===== src/rtl/sme_cmd_feeder.sv =====
// Command-stream front end for the string-matching engine: parses S/P lines,
// buffers them, and replays string+pattern as one gap-free burst.
`timescale 1ns/1ps
module sme_cmd_feeder #(
  parameter int STR_MAX = 32,
  parameter int PAT_MAX = 8
) (
  input  logic       clk,
  input  logic       reset,
  input  logic [7:0] in_data,
  input  logic       in_valid,
  output logic       in_ready,
  output logic [7:0] chardata,
  output logic       isstring,
  output logic       ispattern,
  input  logic       sme_valid,
  output logic       busy,
  output logic       err,
  output logic [1:0] err_code
);

  localparam int SLEN_W  = $clog2(STR_MAX + 2);
  localparam int PLEN_W  = $clog2(PAT_MAX + 2);
  localparam int SADDR_W = $clog2(STR_MAX);
  localparam int PADDR_W = $clog2(PAT_MAX);

  localparam logic [7:0] CH_S  = 8'h53;
  localparam logic [7:0] CH_P  = 8'h50;
  localparam logic [7:0] CH_LF = 8'h0A;
  localparam logic [7:0] CH_CR = 8'h0D;

  localparam logic [SLEN_W-1:0] S_MAX  = SLEN_W'(STR_MAX);
  localparam logic [SLEN_W-1:0] S_SAT  = SLEN_W'(STR_MAX + 1);
  localparam logic [PLEN_W-1:0] P_MAX  = PLEN_W'(PAT_MAX);
  localparam logic [PLEN_W-1:0] P_SAT  = PLEN_W'(PAT_MAX + 1);

  typedef enum logic [2:0] {
    IDLE, COL_S, COL_P, DISCARD, EMIT_S, EMIT_P, WAIT_RES
  } state_t;

  state_t state_q, state_d;

  logic [SLEN_W-1:0] slen_q, slen_d;
  logic [SLEN_W-1:0] str_len_q, str_len_d;
  logic [SLEN_W-1:0] idx_q, idx_d;
  logic [PLEN_W-1:0] plen_q, plen_d;
  logic              sovf_q, sovf_d;
  logic              povf_q, povf_d;
  logic              str_pend_q, str_pend_d;
  logic              str_loaded_q, str_loaded_d;
  logic              bank_q, bank_d;
  logic [7:0]        chardata_q, chardata_d;
  logic              isstring_q, isstring_d;
  logic              ispattern_q, ispattern_d;
  logic              err_q, err_d;
  logic [1:0]        err_code_q, err_code_d;

  // Two string banks: a line is collected into the spare bank so a rejected
  // line never disturbs the string that is already committed.
  logic [7:0] sbuf [0:2*STR_MAX-1];
  logic [7:0] pbuf [0:PAT_MAX-1];

  logic               accept;
  logic               is_payload;
  logic               s_we, p_we;
  logic [SADDR_W:0]   s_waddr, s_raddr;
  logic [PADDR_W-1:0] p_waddr, p_raddr;
  logic [7:0]         s_rdata, p_rdata;

  assign in_ready   = (state_q == IDLE) || (state_q == COL_S) ||
                      (state_q == COL_P) || (state_q == DISCARD);
  assign busy       = (state_q == EMIT_S) || (state_q == EMIT_P) ||
                      (state_q == WAIT_RES);
  assign accept     = in_valid && in_ready;
  assign is_payload = accept && (in_data != CH_LF) && (in_data != CH_CR);

  assign s_we    = (state_q == COL_S) && is_payload && (slen_q < S_MAX);
  assign p_we    = (state_q == COL_P) && is_payload && (plen_q < P_MAX);
  assign s_waddr = {~bank_q, slen_q[SADDR_W-1:0]};
  assign s_raddr = {bank_q, idx_q[SADDR_W-1:0]};
  assign p_waddr = plen_q[PADDR_W-1:0];
  assign p_raddr = idx_q[PADDR_W-1:0];
  assign s_rdata = sbuf[s_raddr];
  assign p_rdata = pbuf[p_raddr];

  always_ff @(posedge clk) begin
    if (s_we) begin
      sbuf[s_waddr] <= in_data;
    end
    if (p_we) begin
      pbuf[p_waddr] <= in_data;
    end
  end

  always_comb begin
    state_d      = state_q;
    slen_d       = slen_q;
    str_len_d    = str_len_q;
    idx_d        = idx_q;
    plen_d       = plen_q;
    sovf_d       = sovf_q;
    povf_d       = povf_q;
    str_pend_d   = str_pend_q;
    str_loaded_d = str_loaded_q;
    bank_d       = bank_q;
    chardata_d   = 8'h00;
    isstring_d   = 1'b0;
    ispattern_d  = 1'b0;
    err_d        = 1'b0;
    err_code_d   = err_code_q;

    unique case (state_q)
      IDLE: begin
        if (accept) begin
          if (in_data == CH_S) begin
            state_d = COL_S;
            slen_d  = '0;
            sovf_d  = 1'b0;
          end else if (in_data == CH_P) begin
            state_d = COL_P;
            plen_d  = '0;
            povf_d  = 1'b0;
          end else if ((in_data == CH_LF) || (in_data == CH_CR)) begin
            state_d = IDLE;
          end else begin
            state_d    = DISCARD;
            err_d      = 1'b1;
            err_code_d = 2'd0;
          end
        end
      end

      DISCARD: begin
        if (accept && (in_data == CH_LF)) begin
          state_d = IDLE;
        end
      end

      COL_S: begin
        if (accept && (in_data == CH_LF)) begin
          state_d = IDLE;
          if ((slen_q == '0) || sovf_q) begin
            err_d      = 1'b1;
            err_code_d = 2'd1;
          end else begin
            str_len_d    = slen_q;
            bank_d       = ~bank_q;
            str_pend_d   = 1'b1;
            str_loaded_d = 1'b1;
          end
        end else if (is_payload) begin
          if (slen_q < S_MAX) begin
            slen_d = slen_q + SLEN_W'(1);
          end else begin
            slen_d = S_SAT;
            sovf_d = 1'b1;
          end
        end
      end

      COL_P: begin
        if (accept && (in_data == CH_LF)) begin
          if ((plen_q == '0) || povf_q) begin
            state_d    = IDLE;
            err_d      = 1'b1;
            err_code_d = 2'd2;
          end else if (!str_loaded_q) begin
            state_d    = IDLE;
            err_d      = 1'b1;
            err_code_d = 2'd3;
          end else begin
            idx_d   = '0;
            state_d = str_pend_q ? EMIT_S : EMIT_P;
          end
        end else if (is_payload) begin
          if (plen_q < P_MAX) begin
            plen_d = plen_q + PLEN_W'(1);
          end else begin
            plen_d = P_SAT;
            povf_d = 1'b1;
          end
        end
      end

      EMIT_S: begin
        isstring_d = 1'b1;
        chardata_d = s_rdata;
        str_pend_d = 1'b0;
        if (idx_q == str_len_q - SLEN_W'(1)) begin
          idx_d   = '0;
          state_d = EMIT_P;
        end else begin
          idx_d = idx_q + SLEN_W'(1);
        end
      end

      EMIT_P: begin
        ispattern_d = 1'b1;
        chardata_d  = p_rdata;
        if (idx_q[PLEN_W-1:0] == plen_q - PLEN_W'(1)) begin
          idx_d   = '0;
          state_d = WAIT_RES;
        end else begin
          idx_d = idx_q + SLEN_W'(1);
        end
      end

      WAIT_RES: begin
        if (sme_valid) begin
          state_d = IDLE;
        end
      end

      default: begin
        state_d = IDLE;
      end
    endcase
  end

  always_ff @(posedge clk or posedge reset) begin
    if (reset) begin
      state_q      <= IDLE;
      slen_q       <= '0;
      str_len_q    <= '0;
      idx_q        <= '0;
      plen_q       <= '0;
      sovf_q       <= 1'b0;
      povf_q       <= 1'b0;
      str_pend_q   <= 1'b0;
      str_loaded_q <= 1'b0;
      bank_q       <= 1'b0;
      chardata_q   <= 8'h00;
      isstring_q   <= 1'b0;
      ispattern_q  <= 1'b0;
      err_q        <= 1'b0;
      err_code_q   <= 2'd0;
    end else begin
      state_q      <= state_d;
      slen_q       <= slen_d;
      str_len_q    <= str_len_d;
      idx_q        <= idx_d;
      plen_q       <= plen_d;
      sovf_q       <= sovf_d;
      povf_q       <= povf_d;
      str_pend_q   <= str_pend_d;
      str_loaded_q <= str_loaded_d;
      bank_q       <= bank_d;
      chardata_q   <= chardata_d;
      isstring_q   <= isstring_d;
      ispattern_q  <= ispattern_d;
      err_q        <= err_d;
      err_code_q   <= err_code_d;
    end
  end

  assign chardata  = chardata_q;
  assign isstring  = isstring_q;
  assign ispattern = ispattern_q;
  assign err       = err_q;
  assign err_code  = err_code_q;

endmodule


===== config.mk =====
export PLATFORM = sky130hd
export DESIGN_NAME = sme_cmd_feeder
export DESIGN_NICKNAME = d
export VERILOG_FILES = /design/src/rtl/sme_cmd_feeder.sv
export SDC_FILE = /design/constraint.sdc
export NUM_CORES = 1
export LEC_CHECK = 0
export BUFFER_PORTS_ARGS = -buffer_cell sky130_fd_sc_hd__buf_2
export CAP_MARGIN = 15
export CORE_UTILIZATION = 67
export DETAILED_ROUTE_END_ITERATION = 6
export GPL_TIMING_DRIVEN = 0
export MAX_ROUTING_LAYER = met4
export PLACE_DENSITY = 0.85
export SLEW_MARGIN = 20
export SYNTH_ARGS = -nofsm -noshare
export SYNTH_HDL_FRONTEND = slang
export SYNTH_SLANG_ARGS = --single-unit

===== constraint.sdc =====
create_clock -name clk -period 4.5 [get_ports clk]
set_input_delay 0.675 -clock clk [delete_from_list [all_inputs] [get_ports clk]]
set_output_delay 0.675 -clock clk [all_outputs]
set_load 0.03 [all_outputs]

==> results of run 1 <==
==> path summary, 6_finish.rpt <==
kind	from	end	slack (ns)	cells past startpoint
max	in_data[0]	sbuf[11][1]	0.34	8
min	str_loaded_q	str_loaded_q	0.46	1
max reg2reg	state_q[2]	sbuf[11][1]	0.83	6
min reg2reg	str_loaded_q	str_loaded_q	0.46	1
max in group asynchronous	reset	slen_q[1]	3.52	4
min in group asynchronous	reset	chardata[5]	0.52	3
==> synth_stat cells (all sizes together), types with 12 or more instances <==
library cell	count
nand4	14
mux2i	69
a22oi	14
inv	17
a21oi	20
nand2	45
edfxtp	576
mux4	144
nor2	105
dfrtp	43
buf	50
o21ai	12
clkbuf	18
nand3	18
==> through the flow <==
stage | hold WS, ns | cell area (µm²) | setup TNS [ns]
CTS | 0.464 | 27300 | 0
global placement | 0.443 | 25500 | -24.03
detailed placement | 0.450 | 25500 | -130.15
global route | 0.492 | 27300 | 0
finish | 0.459 | 27300 | 0
floorplan | 0.430 | 24800 | 0
==> layout make-up <==
cell class,count,area share
Clock buffer,78,0.0566
Tap cell,468,0.0214
Multi-Input combinational cell,568,0.221
Clock inverter,28,0.00810
Buffer,68,0.0119
Inverter,17,0.00234
Sequential cell,619,0.672
Timing Repair Buffer,28,0.00659
==> power by group <==
| group | total, mW | switching, mW | internal (mW) | leakage, nW |
|---|---|---|---|---|
| clock | 4.66 | 2.08 | 2.58 | 0.867 |
| combinational | 0.584 | 0.412 | 0.172 | 1.93 |
| sequential | 6.37 | 0.0314 | 6.34 | 5.74 |
| total | 11.6 | 2.53 | 9.09 | 8.54 |
==> timing repair <==
item,CTS,global route
hold buffers,1,0
endpoints found under the hold margin,9,0
setup endpoints to repair,0,0
==> cells by family (layout without fill, tap and decap cells) <==
kind of cell	after synthesis	after routing
and+or+nand+nor	236	236
DFF	619	619
AOI/OAI and AO/OA	89	89
buffers and inverters	85	219
xor gates and xnor gates	17	17
muxes	220	220
adders and majority gates	6	6
==> state kept, by name (all words and copies together), names as in the netlist, 2 cells and up <==
| name | count |
|---|---|
| plen_q | 4 |
| err_code | 2 |
| str_len_q | 6 |
| state_q | 3 |
| slen_q | 6 |
| pbuf | 64 |
| sbuf | 512 |
| idx_q | 6 |
| chardata | 8 |
==> metal layers <==
metal	vias to the layer above	routed length, µm
li1	5337	-
met1	6778	21600
met2	1123	28700
met3	210	7340
met4	0	3240
met5	-	0
==> critical path, delay by kind of cell <==
| family | cells | cell delay, ns |
|---|---|---|
| AOI/OAI and AO/OA | 1 | 0.22 |
| and+or+nand+nor | 5 | 2.45 |
| buffers and inverters | 2 | 0.97 |
==> flow_summary.ini, run 1 <==
[setup_path]
path_class = in -> reg
slowest_stage = nor2_1
crit_path_frequent_cell = nor2_1
cp_slowest_stage_delay_ns = 0.97
required_ns = 4.73
worstPathMaxFanout = 73
cp-start-kind = input pin
path_cells = buf_4 -> clkbuf_1 -> nor3b_1 -> nor2_1 -> o21ai_2 -> nor3_1 -> nand3_1 -> nor2_1
cp.arrival_ns = 4.39
worstSetupEndpointType = flip-flop

[sta]
min_period_ns = 4.16
rsz0062_at_grt = false
setup_viol = 0
max_freq_ghz = 0.240
setup_ws_ns = 0.340
worst_pin_slew_ns = 1.10
post-route-period-util = 0.924
slew_headroom = 0.268
drv_slew = 0
hold_viol_final = 0
finClkSkew_ns = 0.0186

[floorplanning]
start_util = 0.679
dieArea_um2 = 37800
die_h_um = 194
io_pins = 27
dieWidth_um = 194
rows = 70
core_um2 = 36500

[drt]
drc = 0
firstDrtPassIters = 6
wl_per_cell_um = 32.5
drtAntennaViolNets = 0
vias = 13400
routed_wl_mm = 60.9
routed_via_density = 7.18
detail_route.iter0.violations = 1812

[logic_synthesis]
synth_top_family_by_area = multiplexers
synth.area.top_cells = edfxtp_1 70%, mux4_2 13%, dfrtp_1 4.3%
synth_edf_count = 576
syn_avg_cell_area_um2 = 19.5
syn_inst = 1272
yosysUniqueCellTypes = 60
synthAdderAreaFrac = 0.00303
synthArstFlopShare = 0.0695
synthSimpleGateAreaFrac = 0.0459
yosysTopAreaCell = edfxtp_1
ys_seq_elements = 619
syn_nets = 1290
yosys-mux-area-fraction = 0.162
synth-seq-area-share = 0.741
synth.top_cell.area_share = 0.698
mappedNetlistArea_um2 = 24800
synth_ff_type = edfxtp_1
synth_xor_area_frac = 0.00601
synth_warnings = 0
synth_compound_area_frac = 0.0261

[global_routing]
grtUsageMet3 = 0.0743
met1_usage = 0.457
grt_overflow = 0
use_met2 = 0.517
antenna_found_initial = 0
grt_pass1_vias = 13200
grt_max_degree = 81
grt_util_all_layers = 0.344
grt_pass1_wl_mm = 88.1
grt.busiest_layer = met2

[placement]
place.gp.congestion = 0.992
placed_cells = 1767
place_ws_ns = -0.502
hpwl_mm = 36.4
io_buffers = 26

[clock_network]
clk_pin_slew_worst_paths_ns = 0.06
cts_tree = yes
root_buffer = clkbuf_16
clkSinkCount = 619
cts_buffers = 57
clockBufferDepth = 3
clkLatencyLatePin_ns = 0.62
cts_resized = 0
post_cts_buffers = 0
htree_num_levels = 2

[run]
drv_cap = 0

[final_layout]
fin_util = 0.748
final_common_cell = edfxtp_1
multi_input_area_um2 = 6030
final_cells = 1874
n_fill_cell = 1889
area_delta_synth_final_pct = 10.3
antennaDiodeCount = 0
layout-drive-gt1-share = 0.224
mostFrequentLayoutCells = 576 x edfxtp_1, 144 x mux4_2, 105 x nor2_1
seq_area_um2 = 18400
fin_nets = 1377

[run_status]
status = finished, final reports clean

[pwr]
cellPowerDensity_nw_per_um2 = 425
p_leak_nw = 8.54
peakVddDrop_mv = 0.351
power_mw = 11.6

[min_path]
hold_class = reg -> reg
(Power assumes the default switching activity.)
==> run 2, diff against run 1 <==
--- a/config.mk
+++ b/config.mk
@@ -5,13 +5,14 @@
 export SDC_FILE = /design/constraint.sdc
 export NUM_CORES = 1
 export LEC_CHECK = 0
+export ABC_AREA = 1
 export BUFFER_PORTS_ARGS = -buffer_cell sky130_fd_sc_hd__buf_2
 export CAP_MARGIN = 15
-export CORE_UTILIZATION = 67
+export CORE_UTILIZATION = 68
 export DETAILED_ROUTE_END_ITERATION = 6
 export GPL_TIMING_DRIVEN = 0
 export MAX_ROUTING_LAYER = met4
-export PLACE_DENSITY = 0.85
+export PLACE_DENSITY = 0.86
 export SLEW_MARGIN = 20
 export SYNTH_ARGS = -nofsm -noshare
 export SYNTH_HDL_FRONTEND = slang
==> flow_summary.ini, run 2 <==
[run_status]
status = finished with violations
violations = design-rule violations

[clock_network]
clkSinkCount = 619
htree_num_levels = 2
cts_resized = 0
clkLatencyLatePin_ns = 0.65
clk_pin_slew_worst_paths_ns = 0.06
clockBufferDepth = 3
cts_tree = yes
cts_buffers = 58
root_buffer = clkbuf_16

[pwr]
peakVddDrop_mv = 0.462
power_mw = 17.5
clockPowerShare = 0.284
swShare = 0.386
p_comb_frac = 0.344
intPower_mw = 10.7
power_frac_seq = 0.372
power.switching_mw = 6.73
cellPowerDensity_nw_per_um2 = 607
p_leak_nw = 10.7

[final_layout]
area_delta_synth_final_pct = 11.0
mostFrequentLayoutCells = 743 x nand2_1, 576 x edfxtp_1, 460 x nand3_1
multi_input_area_um2 = 6660
fin_util = 0.766
final_common_cell = nand2_1
largest_register_ffs = 512
largest-register = sbuf
fin_nets = 2406
n_fill_cell = 2309
layout-drive-gt1-share = 0.0989
seq_area_um2 = 18400

[global_routing]
use_met2 = 0.636
grt.busiest_layer = met2
grt_pass1_vias = 18900
antenna_found_initial = 2
grtUsageMet3 = 0.0942
grt_overflow = 0
grt_max_degree = 77
grt_pass1_wl_mm = 116
met1_usage = 0.563
grt_util_all_layers = 0.435

[run]
drv_cap = 0

[min_path]
holdPathStages = 3
hold_class = in -> reg
worstHoldStart = in_valid
worstHoldEndpoint = err

[sta]
slew_headroom = 0.207
finClkSkew_ns = 0.0255
worst_pin_slew_ns = 1.19
drv_slew = 0
min_period_ns = 3.62
hold-worst-slack_ns = 0.418
max_freq_ghz = 0.276
setup_ws_ns = 0.882
hold_viol_final = 0
post-route-period-util = 0.804
finalSetupTns_ns = 0
rsz0062_at_grt = false
setup_viol = 0

[logic_synthesis]
syn_avg_cell_area_um2 = 11.3
synthArstFlopShare = 0.0695
ys_top_cells_by_count = 743 x nand2_1, 576 x edfxtp_1, 460 x nand3_1
yosysMostFrequentCell = nand2_1
syn_nets = 2312
synth_ff_type = edfxtp_1
synth.top_cell.area_share = 0.667
yosysTopAreaCell = edfxtp_1
synth.area.top_cells = edfxtp_1 67%, nand2_1 11%, nand3_1 8.9%
synth-seq-area-share = 0.709
ys_seq_elements = 619
synth_edf_count = 576
syn_inst = 2294
yosysUniqueCellTypes = 36
synth_warnings = 0
mappedNetlistArea_um2 = 25900

[setup_path]
path_cells = buf_4 -> nor2_1 -> nand3_1 -> inv_1 -> nand2_1 -> nand2_1 -> inv_1 -> nand2_1 -> nor2_4 -> nand2_1 -> nor2_1
cp_slowest_stage_delay_ns = 1.02
reg2reg_to = sbuf[8][4]
crit_path_frequent_cell = nand2_1
reg2reg_from = state_q[0]
worstSetupEndpointType = flip-flop
slowest_stage = nor2_1
cp-start-kind = input pin
worstPathMaxFanout = 73
required_ns = 4.75
cp_num_buf_inv = 3
regToRegSetupSlack_ns = 1.43
cp.arrival_ns = 3.87
rr_worst_depth = 8
cpLargestDelayFamily = simple AND/OR/NAND/NOR gates
path_class = in -> reg

[placement]
place.gp.congestion = 1.02
io_buffers = 26
place_ws_ns = 0.480
hpwl_mm = 52.8

[drt]
wl_per_cell_um = 27.2
firstDrtPassIters = 7
routed_via_density = 6.61
drtAntennaViolNets = 0
vias = 19500
routed_wl_mm = 80.3
detail_route.iter0.violations = 3120
drc = 3

[floorplanning]
dieWidth_um = 197
io_pins = 27
dieArea_um2 = 38900
rows = 71
start_util = 0.690
die_h_um = 197
core_um2 = 37600
-- run 2: changes by cell type in the layout (fill, tap and decap cells not counted), sizes merged, moves of 43 or more --
cell,before,now
nand3,18,464
nand2,45,743
o21ai,12,55
buf,77,145
mux4,144,0
mux2i,69,0
-- run 2: final cells by class --
class | instances | share of cell area
clock buffers | 69 | 0.0537
multi-input cells | 1489 | 0.231
plain buffers | 131 | 0.0245
flip-flops and latches | 619 | 0.639
well taps | 511 | 0.0222
inverters | 55 | 0.00718
clock inverters | 41 | 0.0129
repair buffers | 34 | 0.00939
diodes | 2 | 0.000174
-- run 2: how the worst max path moves through the flow --
stage,from,end,slack (ns),depth (start not counted)
detailed placement,in_data[7],sbuf[50][3],0.48,11
global placement,in_data[7],pbuf[3][6],-0.02,9
CTS,in_data[7],sbuf[8][4],1.11,11
finish,in_data[7],sbuf[8][4],0.88,11
global route,in_data[7],sbuf[8][4],0.82,11
floorplan,in_data[5],pbuf[1][0],2.01,8
-- run 2: worst register-to-register path, delay by kind of cell (launching register included) --
kind | cells | cell delay, ns
buffers and inverters | 1 | 0.11
flip-flops | 1 | 0.41
AND/OR/NAND/NOR | 7 | 2.19
-- run 2: repair_timing --
action | 4_1_cts | 5_1_grt
hold buffers | 1 | 0
endpoints found under the hold margin | 9 | 0
buffers inserted | 0 | 0
-- run 2: cell families after synthesis --
kind of cell	Yosys count	synth area share
AOI/OAI and AO/OA	91	0.0203
adders and majority gates	6	0.00290
xor gates and xnor gates	19	0.00642
and+or+nand+nor	1373	0.226
buffers and inverters	186	0.0352
DFF	619	0.709
-- run 2: per-layer routing --
metal / routed length [µm] / vias to the layer above / share of wire
met5: 0 / - / 0
li1: - / 8204 / -
met1: 27700 / 9241 / 0.35
met3: 11200 / 365 / 0.14
met4: 5660 / 0 / 0.071
met2: 35700 / 1693 / 0.44
-- run 2: stage by stage --
stage | area (µm²) | instances
floorplan | 25900 | 2294
global placement | 26700 | 2831
detailed placement | 26800 | 2838
CTS | 28800 | 2949
global route | 28800 | 2951
finish | 28800 | 2951
-- run 2: power by group through the flow --
| stage | logic [mW] | clock network, mW | registers, mW |
|---|---|---|---|
| 4_1_cts | 5.74 | 4.93 | 6.49 |
| 2_1_floorplan | 3.40 | 0 | 6.66 |
| 3_5_place_dp | 5.67 | 0 | 6.61 |
| 5_1_grt | 6.32 | 5.15 | 6.50 |
| 6_report | 6.00 | 4.96 | 6.49 |
| 3_3_place_gp | 5.49 | 0 | 6.60 |
==> run 3, diff against run 2 <==
--- a/config.mk
+++ b/config.mk
@@ -5,14 +5,14 @@
 export SDC_FILE = /design/constraint.sdc
 export NUM_CORES = 1
 export LEC_CHECK = 0
-export ABC_AREA = 1
+export ABC_AREA = 0
 export BUFFER_PORTS_ARGS = -buffer_cell sky130_fd_sc_hd__buf_2
 export CAP_MARGIN = 15
-export CORE_UTILIZATION = 68
+export CORE_UTILIZATION = 63
 export DETAILED_ROUTE_END_ITERATION = 6
 export GPL_TIMING_DRIVEN = 0
 export MAX_ROUTING_LAYER = met4
-export PLACE_DENSITY = 0.86
+export PLACE_DENSITY = 0.8
 export SLEW_MARGIN = 20
 export SYNTH_ARGS = -nofsm -noshare
 export SYNTH_HDL_FRONTEND = slang
==> constraint.sdc (replaced) <==
create_clock -name clk -period 3.45 [get_ports clk]
set_input_delay 0.5175 -clock clk [delete_from_list [all_inputs] [get_ports clk]]
set_output_delay 0.5175 -clock clk [all_outputs]
set_load 0.03 [all_outputs]
==> flow_summary.ini, run 3 (synthesis results as in run 1) <==
[run_status]
status = finished with violations
violations = negative setup slack

[drt]
vias = 13400
routed_via_density = 6.96
drtAntennaViolNets = 0
drc = 0
routed_wl_mm = 61.8
firstDrtPassIters = 6
detail_route.iter0.violations = 2151
wl_per_cell_um = 32.0

[pwr]
power_mw = 15.5
power.switching_mw = 3.37
clockPowerShare = 0.412
power_frac_seq = 0.537
cellPowerDensity_nw_per_um2 = 555
p_leak_nw = 8.61
peakVddDrop_mv = 0.419
p_comb_frac = 0.052
intPower_mw = 12.1
swShare = 0.218

[setup_path]
worstSetupEndpointType = flip-flop
worstPathMaxFanout = 73
cp_num_buf_inv = 2
rr_worst_depth = 9
cp_slowest_stage_delay_ns = 0.91
path_cells = buf_4 -> clkbuf_1 -> nor3b_1 -> nor2_1 -> o21ai_2 -> nor2_1 -> nand2_1 -> nor2_1
reg2reg_to = chardata[7]
reg2reg_from = idx_q[1]
regToRegSetupSlack_ns = 0.03
path_class = in -> reg
required_ns = 3.69
slowest_stage = nor2_1
crit_path_frequent_cell = nor2_1
cp.arrival_ns = 3.84
cpLargestDelayFamily = simple AND/OR/NAND/NOR gates
cp-start-kind = input pin

[placement]
io_buffers = 26
place.gp.congestion = 0.922
hpwl_mm = 36.9

[global_routing]
met1_usage = 0.441
antenna_found_initial = 0
use_met2 = 0.499
grt.busiest_layer = met2
grt_overflow = 0
grt_max_degree = 81
grtUsageMet3 = 0.0630
grt_pass1_wl_mm = 89.9
grt_pass1_vias = 13200
grt_util_all_layers = 0.327

[sta]
post-route-period-util = 1.04
slew_headroom = 0.285
hold-worst-slack_ns = 0.400
setup_viol = 32
min_period_ns = 3.60
rsz0062_at_grt = true
max_freq_ghz = 0.278
finClkSkew_ns = 0.0123
drv_slew = 0
setup_ws_ns = -0.152
worst_pin_slew_ns = 1.07
hold_viol_final = 0

[clock_network]
clk_pin_slew_worst_paths_ns = 0.06
clkSinkCount = 619
htree_num_levels = 2
root_buffer = clkbuf_16
cts_tree = yes
cts_buffers = 58
clkLatencyLatePin_ns = 0.62
clockBufferDepth = 3

[final_layout]
multi_input_area_um2 = 6380
largest-register = sbuf
antennaDiodeCount = 0
n_fill_cell = 2205
layout-drive-gt1-share = 0.279
mostFrequentLayoutCells = 576 x edfxtp_1, 144 x mux4_2, 69 x mux2i_1
area_delta_synth_final_pct = 12.5
seq_area_um2 = 18400
final_common_cell = edfxtp_1
fin_nets = 1381
largest_register_ffs = 512

[floorplanning]
io_pins = 27
dieWidth_um = 200
start_util = 0.640
rows = 72
dieArea_um2 = 40100
core_um2 = 38700
die_h_um = 200

[run]
drv_cap = 0

[min_path]
hold_class = in -> async
==> run 3: cell count changes in the layout (fill, tap and decap cells not counted), moves of 8 or more <==
cell,change
nand2_1,-700
nand3_1,-446
nor2_1,-94
o221ai_1,-13
buf_6,-10
clkinv_1,-8
buf_2,-44
o21ai_0,-40
mux4_2,+144
nor2_2,+27
nor2_4,+30
a22oi_1,+14
inv_1,-28
mux2i_1,+69
==> run 3: worst min-delay path: stages <==
cell and delay [ns]:
dlygate4sd3_1 0.53, buf_2 0.12, inv_2 0.25
==> run 3: worst max-delay path by stage <==
stage	start	endpoint	slack [ns]	cells after the start
global placement	in_data[0]	sbuf[6][6]	-1.08	8
detailed placement	in_data[0]	sbuf[62][6]	-1.23	8
global route	in_data[0]	sbuf[15][1]	-0.26	8
floorplan	in_data[0]	sbuf[26][0]	0.97	7
finish	in_data[0]	sbuf[15][3]	-0.15	8
CTS	in_data[0]	sbuf[59][6]	-0.20	8
==> run 3: area by class of cell <==
cell class	count	share of cell area
Sequential cell	619	0.659
Multi-Input combinational cell	568	0.229
Clock buffer	74	0.0564
Tap cell	518	0.0232
Buffer	68	0.0118
Clock inverter	35	0.0115
Timing Repair Buffer	31	0.00727
Inverter	17	0.00229
==> run 3: stage by stage <==
| stage | cells | setup WS, ns | cell area, µm² | utilization | setup TNS [ns] |
|---|---|---|---|---|---|
| global route | 1930 | -0.257 | 27900 | 0.720 | -10.26 |
| finish | 1930 | -0.152 | 27900 | 0.720 | -2.24 |
| global placement | 1816 | -1.08 | 25600 | 0.660 | -459.15 |
| detailed placement | 1817 | -1.23 | 25600 | 0.661 | -533.36 |
| floorplan | 1272 | 0.968 | 24800 | - | 0 |
| CTS | 1930 | -0.205 | 27600 | 0.714 | -19.66 |
==> run 3: power groups by stage <==
stage / Sequential, mW / Clock [mW] / Combinational [mW]
3_3_place_gp: 8.47 / 0 / 0.702
3_5_place_dp: 8.47 / 0 / 0.727
4_1_cts: 8.31 / 6.39 / 0.743
2_1_floorplan: 8.48 / 0 / 0.426
6_report: 8.31 / 6.37 / 0.798
5_1_grt: 8.31 / 6.64 / 0.854
==> run 3: per-layer routing <==
layer	routed length (µm)	vias up
li1	-	5342
met1	22400	6826
met2	30000	1083
met3	6970	176
met4	2510	0
met5	0	-
==> run 3: timing repair <==
item	CTS	global route
resized for setup	44	59
setup endpoints to repair	512	449
hold buffers	1	0
endpoints found under the hold margin	10	0
pin swaps	1	0
setup buffers	3	0
